$ cat config.mk
export PLATFORM = sky130hd
export DESIGN_NAME = tpiu_stream_demux
export DESIGN_NICKNAME = d
export VERILOG_FILES = /design/src/rtl/tpiu_stream_demux.sv
export SDC_FILE = /design/constraint.sdc
export NUM_CORES = 1
export LEC_CHECK = 0
export ABC_AREA = 1
export CORE_UTILIZATION = 55
export CTS_BUF_LIST = sky130_fd_sc_hd__clkbuf_2 sky130_fd_sc_hd__clkbuf_4 sky130_fd_sc_hd__clkbuf_8
export CTS_CLUSTER_SIZE = 40
export DETAILED_ROUTE_END_ITERATION = 8
export DONT_BUFFER_PORTS = 1
export GPL_TIMING_DRIVEN = 0
export PLACE_DENSITY = 0.74
export SYNTH_ARGS = -nofsm -noshare
export SYNTH_HDL_FRONTEND = slang
export SYNTH_SLANG_ARGS = --single-unit
$ cat constraint.sdc
create_clock -name clk -period 14.9 [get_ports clk]
set_input_delay 1.49 -clock clk [delete_from_list [all_inputs] [get_ports clk]]
set_output_delay 1.49 -clock clk [all_outputs]
set_load 0.1 [all_outputs]
$ cat src/rtl/tpiu_stream_demux.sv
// TPIU formatter frame decoder: captures a 16-byte frame as eight 16-bit words, tracks
// stream ID changes and routes every data byte into per-channel first-word-fall-through FIFOs.
module tpiu_stream_demux #(
    parameter int NUM_CH  = 2,
    parameter int FIFO_AW = 4,
    parameter int OVF_W   = 8
) (
    input  logic                    clk,
    input  logic                    rst,
    input  logic                    sync,
    input  logic                    in_valid,
    output logic                    in_ready,
    input  logic [15:0]             in_word,
    input  logic [NUM_CH*7-1:0]     ch_id,
    input  logic [NUM_CH-1:0]       ch_en,
    output logic [NUM_CH-1:0]       out_valid,
    input  logic [NUM_CH-1:0]       out_ready,
    output logic [NUM_CH*8-1:0]     out_data,
    output logic [NUM_CH*OVF_W-1:0] ovf_cnt,
    output logic [6:0]              cur_id
);
    localparam int DEPTH = 1 << FIFO_AW;
    localparam logic [FIFO_AW:0]   CNT_ONE  = (FIFO_AW+1)'(1);
    localparam logic [FIFO_AW:0]   CNT_FULL = (FIFO_AW+1)'(DEPTH);
    localparam logic [FIFO_AW-1:0] PTR_ONE  = FIFO_AW'(1);
    localparam logic [OVF_W-1:0]   OVF_ONE  = OVF_W'(1);
    localparam logic [OVF_W-1:0]   OVF_MAX  = '1;

    typedef enum logic {CAPTURE, DECODE} state_t;

    state_t      state_q, state_d;
    logic [2:0]  widx_q, widx_d;
    logic [3:0]  pos_q, pos_d;
    logic [6:0]  cur_id_q, cur_id_d;
    logic [15:0] frame_q [8];
    logic [15:0] frame_d [8];

    logic [7:0]  aux, cur_byte, low_byte, emit_byte;
    logic        aux_bit, emit;

    logic [NUM_CH-1:0]  push_req, push_ok, pop;
    logic [FIFO_AW:0]   cnt_q  [NUM_CH];
    logic [FIFO_AW:0]   cnt_d  [NUM_CH];
    logic [FIFO_AW-1:0] wptr_q [NUM_CH];
    logic [FIFO_AW-1:0] wptr_d [NUM_CH];
    logic [FIFO_AW-1:0] rptr_q [NUM_CH];
    logic [FIFO_AW-1:0] rptr_d [NUM_CH];
    logic [OVF_W-1:0]   ovf_q  [NUM_CH];
    logic [OVF_W-1:0]   ovf_d  [NUM_CH];
    logic [7:0]         mem_q  [NUM_CH][DEPTH];

    always_ff @(posedge clk or posedge rst) begin
        if (rst) state_q <= CAPTURE;
        else     state_q <= state_d;
    end

    always_comb begin
        state_d = state_q;
        case (state_q)
            CAPTURE: if (in_valid && in_ready && widx_q == 3'd7) state_d = DECODE;
            DECODE:  if (pos_q == 4'd14) state_d = CAPTURE;
            default: state_d = CAPTURE;
        endcase
    end

    always_comb begin
        in_ready  = (state_q == CAPTURE) && sync;
        cur_id    = cur_id_q;
        out_valid = '0;
        out_data  = '0;
        ovf_cnt   = '0;
        for (int c = 0; c < NUM_CH; c++) begin
            out_valid[c]              = (cnt_q[c] != '0);
            out_data[8*c +: 8]        = out_valid[c] ? mem_q[c][rptr_q[c]] : 8'h00;
            ovf_cnt[OVF_W*c +: OVF_W] = ovf_q[c];
        end
    end

    always_comb begin
        widx_d  = widx_q;
        pos_d   = pos_q;
        frame_d = frame_q;
        if (state_q == CAPTURE) begin
            pos_d = 4'd0;
            if (!sync) begin
                widx_d = 3'd0;
            end else if (in_valid) begin
                frame_d[widx_q] = in_word;
                widx_d          = widx_q + 3'd1;
            end
        end else begin
            pos_d = (pos_q == 4'd14) ? 4'd0 : pos_q + 4'd1;
        end
    end

    // For odd p the byte before it is the low half of the same word, so a delayed
    // ID change is recovered from the frame buffer instead of a pending register.
    always_comb begin
        aux       = frame_q[7][15:8];
        low_byte  = frame_q[pos_q[3:1]][7:0];
        cur_byte  = pos_q[0] ? frame_q[pos_q[3:1]][15:8] : low_byte;
        aux_bit   = aux[pos_q[3:1]];
        emit      = 1'b0;
        emit_byte = cur_byte;
        cur_id_d  = cur_id_q;
        if (state_q == DECODE) begin
            if (pos_q[0]) begin
                emit = 1'b1;
                if (low_byte[0] && aux_bit) cur_id_d = low_byte[7:1];
            end else if (cur_byte[0]) begin
                if (!aux_bit || pos_q == 4'd14) cur_id_d = cur_byte[7:1];
            end else begin
                emit      = 1'b1;
                emit_byte = {cur_byte[7:1], aux_bit};
            end
            if (pos_q == 4'd14 && !sync) cur_id_d = 7'd0;
        end else if (!sync) begin
            cur_id_d = 7'd0;
        end
    end

    // A push into a FIFO that is already full is dropped even when it is popped in the same cycle.
    always_comb begin
        push_req = '0;
        push_ok  = '0;
        pop      = '0;
        cnt_d    = cnt_q;
        wptr_d   = wptr_q;
        rptr_d   = rptr_q;
        ovf_d    = ovf_q;
        for (int c = 0; c < NUM_CH; c++) begin
            push_req[c] = emit && ch_en[c] && (ch_id[7*c +: 7] == cur_id_q)
                          && (cur_id_q != 7'h00) && (cur_id_q != 7'h7F);
            push_ok[c]  = push_req[c] && (cnt_q[c] != CNT_FULL);
            pop[c]      = (cnt_q[c] != '0) && out_ready[c];
            if (push_ok[c]) wptr_d[c] = wptr_q[c] + PTR_ONE;
            if (pop[c])     rptr_d[c] = rptr_q[c] + PTR_ONE;
            case ({push_ok[c], pop[c]})
                2'b10:   cnt_d[c] = cnt_q[c] + CNT_ONE;
                2'b01:   cnt_d[c] = cnt_q[c] - CNT_ONE;
                default: cnt_d[c] = cnt_q[c];
            endcase
            if (push_req[c] && !push_ok[c] && ovf_q[c] != OVF_MAX) ovf_d[c] = ovf_q[c] + OVF_ONE;
        end
    end

    always_ff @(posedge clk or posedge rst) begin
        if (rst) begin
            widx_q   <= 3'd0;
            pos_q    <= 4'd0;
            cur_id_q <= 7'd0;
            for (int i = 0; i < 8; i++) frame_q[i] <= '0;
            for (int c = 0; c < NUM_CH; c++) begin
                cnt_q[c]  <= '0;
                wptr_q[c] <= '0;
                rptr_q[c] <= '0;
                ovf_q[c]  <= '0;
            end
        end else begin
            widx_q   <= widx_d;
            pos_q    <= pos_d;
            cur_id_q <= cur_id_d;
            frame_q  <= frame_d;
            cnt_q    <= cnt_d;
            wptr_q   <= wptr_d;
            rptr_q   <= rptr_d;
            ovf_q    <= ovf_d;
        end
    end

    // Storage needs no reset: contents are only visible while the occupancy count is non-zero.
    always_ff @(posedge clk) begin
        for (int c = 0; c < NUM_CH; c++)
            if (push_ok[c]) mem_q[c][wptr_q[c]] <= emit_byte;
    end

endmodule

==> results by group <==
Critical path
  – Worst Path Max Fanout: 10
  – Critical Path AT: approximately 4 ns
  – Stages on worst setup path: 8
  – Data required time of the worst path: between 10 and 15 ns
  – Crit path capture type: primary output
  – Reg2reg setup slack: between 10 and 15 ns
  – CP delay by family, top: compound AO/OA/AOI/OAI gates
  – WP buf/inv: 4
  – Reg-to-Reg End: cnt_q[9]
  – Critical Path, Cell by Cell: clkbuf_1, inv_1, clkbuf_1, clkbuf_1, o21ai_0, o221ai_1, nand3_1, a21oi_2
  – Setup crit start kind: flip-flop
  – Crit Path Class: flip-flop to primary output
  – Slowest CP cell: a21oi_2
  – Worst reg2reg path depth: 16
  – Reg-to-reg startpoint: cnt_q[6]
  – CP peak stage delay: 1.00 ns
  – Most common cell on crit path: clkbuf_1

Floorplanning
  – Die Footprint: approximately 0.036 sq mm
  – Die H: approximately 190 um
  – Initial core utilization: between 50% and 60%
  – Site Rows: 68
  – Ports: 80
  – Die Wd: ~190 um
  – Core area: 0.0345 sq mm

Drt
  – DRT Wirelength: approximately 51 mm
  – Routed vias: 14842
  – Antenna Nets Post-Route: 0
  – Drt first-iter violations: between 1500 and 2000
  – Routed vias/inst: 6.01
  – Drt pass-1 iters: 6
  – Routed length per instance: 20.7 um
  – DRC: 0

Global route
  – Grt ovf: 0
  – GRT Total Usage: between 20 and 30%
  – Initial antenna violation count: 0
  – First-pass GRT wire length: between 70 and 80 mm
  – Vias in the first global route: 14375
  – Largest net degree at the start of global routing: roughly 110

Yosys
  – Sequential area share after synthesis: ~64%
  – Post-synthesis async set-or-reset flop share: a little over two fifths
  – Commonest cells in the netlist: 347 x o21ai_0, 319 x nand2_1, 274 x nor2_1, 256 x edfxtp_1, 185 x dfrtp_1
  – Synth top area cells: edfxtp_1 40%, dfrtp_1 24%, o21ai_0 9.0%
  – Primary FF master, synth: edfxtp_1
  – Post-Syn Area per Cell: roughly 10 sq um
  – Synthesized flop and latch total: 441
  – Syn_nets: just under 2000
  – Area leader, netlist: edfxtp_1
  – Synth Instances: 1883
  – Most common cell in the netlist: o21ai_0
  – Ys Warns: 0
  – Share of the synthesized area in the top cell type: between 40% and 50%
  – Synthesized cell area: around 0.019 sq mm
  – Netlist cell types: 36
  – Number of synthesized flops with an enable pin: approximately 260

Clocking
  – Post-cts sizing count: 0
  – Clock Latency Late Sink: 0.61 ns
  – Clk slew on worst S/H paths: ~0.060 ns
  – CTS Hold Bufs: 0
  – Clk sinks: between 400 and 500
  – TritonCTS clock tree: yes
  – Setup bufs post-CTS: 0
  – Maximum buffer depth of the clock tree: 3
  – Inserted Clock Buffers: slightly above 70
  – H-Tree Level Count: 3
  – Root buf cell: clkbuf_8

Pwr
  – Sw frac: 40.9%
  – Seq pwr share: 38.6%
  – Clock power frac: about 27%
  – Psw: between 1.5 and 2 mW
  – Pleak: 8.48 nW
  – Internal power: around 2.2 mW
  – Logic gate share of total power: roughly a third
  – Pwr dens: ~180 mW/mm^2
  – Peak supply drop: 0.167 mV

Finish
  – Nets: between 2000 and 2500
  – Area grow syn2layout: 11.8%
  – Antenna cells: 0
  – Share of cells above drive strength 1: 8.73%
  – Filler cells: 2791
  – Post-route cell area: about 0.021 sq mm

Placement
  – Placer Congestion: 0.905
  – Placed standard-cell area: between 0.02 and 0.025 sq mm
  – HPWL reported at the end of detailed placement: ~33 mm
  – # port buffers: 0

Worst hold path
  – WHS Path Cells: 2
  – Min-Delay Path Class: flip-flop to flip-flop
  – Hold path start: frame_q[19]
  – Hold EP: frame_q[19]

Timing
  – FMAX: between 150 and 200 MHz
  – Relative slew slack: between 15 and 20%
  – Hold Fails Final Rpt: 0
  – Final setup fails: 0
  – Clock Skew: ~0.031 ns
  – Crit share post-route: a little over a third
  – RSZ-0062 raised after global routing: no
  – Slew of the pin with the lowest slew margin: 1.27 ns
  – Crit path time final: between 5 and 6 ns
  – Slew Limit Fails: 0
  – Setup_tns: 0 ns

Job
  – Max cap viols: 0

Status
  – Status: complete, no violations
-- metal layers --
layer,global-route usage (%),wire length [um]
met1,38.5,20000
met2,45.6,23900
met3,5.62,4830
met4,15.1,2360
met5,0,0
-- layout make-up --
cell class                 count  area [sq um]  area share (%)
sequential                   441         12300            57.4
multi-input combinational   1229          6190            28.8
clock buffer                  99          1230            5.74
tap                          455           569            2.65
inverter                     113           432            2.01
buffer                       100           390            1.82
timing repair buffer           9           191           0.892
clock inverter                24           144           0.670
-- through the flow --
step	util, %	total power, mW	cells	hold slack (ns)	setup slack (ns)
5_1_grt	62.3	3.95	2470	0.501	9.27
6_report	62.3	3.79	2470	0.481	9.48
3_5_place_dp	58.3	2.77	2347	0.468	10.27
4_1_cts	62.3	3.78	2470	0.482	9.56
2_1_floorplan	-	2.42	1883	0.448	8.38
3_3_place_gp	57.4	2.69	2338	0.461	6.38
-- cell usage in the layout (no fill, tap or decap), drive strengths merged, types with 24 or more instances in the layout --
cell,instances
a21oi,28
edfxtp,256
buf,24
o22ai,36
nand2,321
nand3,63
o221ai,58
dfrtp,185
nor2,276
ha,24
nand4,25
clkbuf,184
o21ai,351
inv,111
-- flip-flops by register name (all words and copies together) (netlist names) --
name     cells
aux          8
cnt_q       10
cur_id       7
frame_q    120
mem_q      256
ovf_cnt     16
pos_q        4
rptr_q       8
state_q      1
widx_q       3
wptr_q       8
-- kinds of logic (layout without fill, tap and decap cells) --
| family | Yosys count | in the layout | share of synthesized area, % |
|---|---|---|---|
| xor+xnor | 29 | 29 | 1.32 |
| buf+inv | 213 | 345 | 4.24 |
| compound gates | 480 | 480 | 14.0 |
| flops | 441 | 441 | 64.1 |
| simple gates | 696 | 696 | 14.7 |
| fa+ha+maj | 24 | 24 | 1.56 |
-- power groups by stage --
stage / Sequential, mW / Clock, mW / Combinational [mW]
6_report: 1.47 / 1.02 / 1.31
5_1_grt: 1.47 / 1.08 / 1.40
4_1_cts: 1.46 / 1.03 / 1.29
3_5_place_dp: 1.49 / 0 / 1.29
3_3_place_gp: 1.49 / 0 / 1.20
2_1_floorplan: 1.47 / 0 / 0.951
-- worst max path at each step --
stage | from | to
after floorplan | rst | aux[0]
after global placement | rst | rptr_q[0]
after detailed placement | rptr_q[4] | out_data[7]
after CTS | rptr_q[4] | out_data[7]
after global routing | rptr_q[4] | out_data[7]
final | rptr_q[4] | out_data[2]
-- worst min-delay path: cells and delay by family (launching register included) --
kind | cells | cell delay [ns]
AND/OR/NAND/NOR | 1 | 0.05
AO/OA/AOI/OAI | 1 | 0.05
flip-flops | 1 | 0.34
No activity file was read; power rests on OpenSTA's default activity.
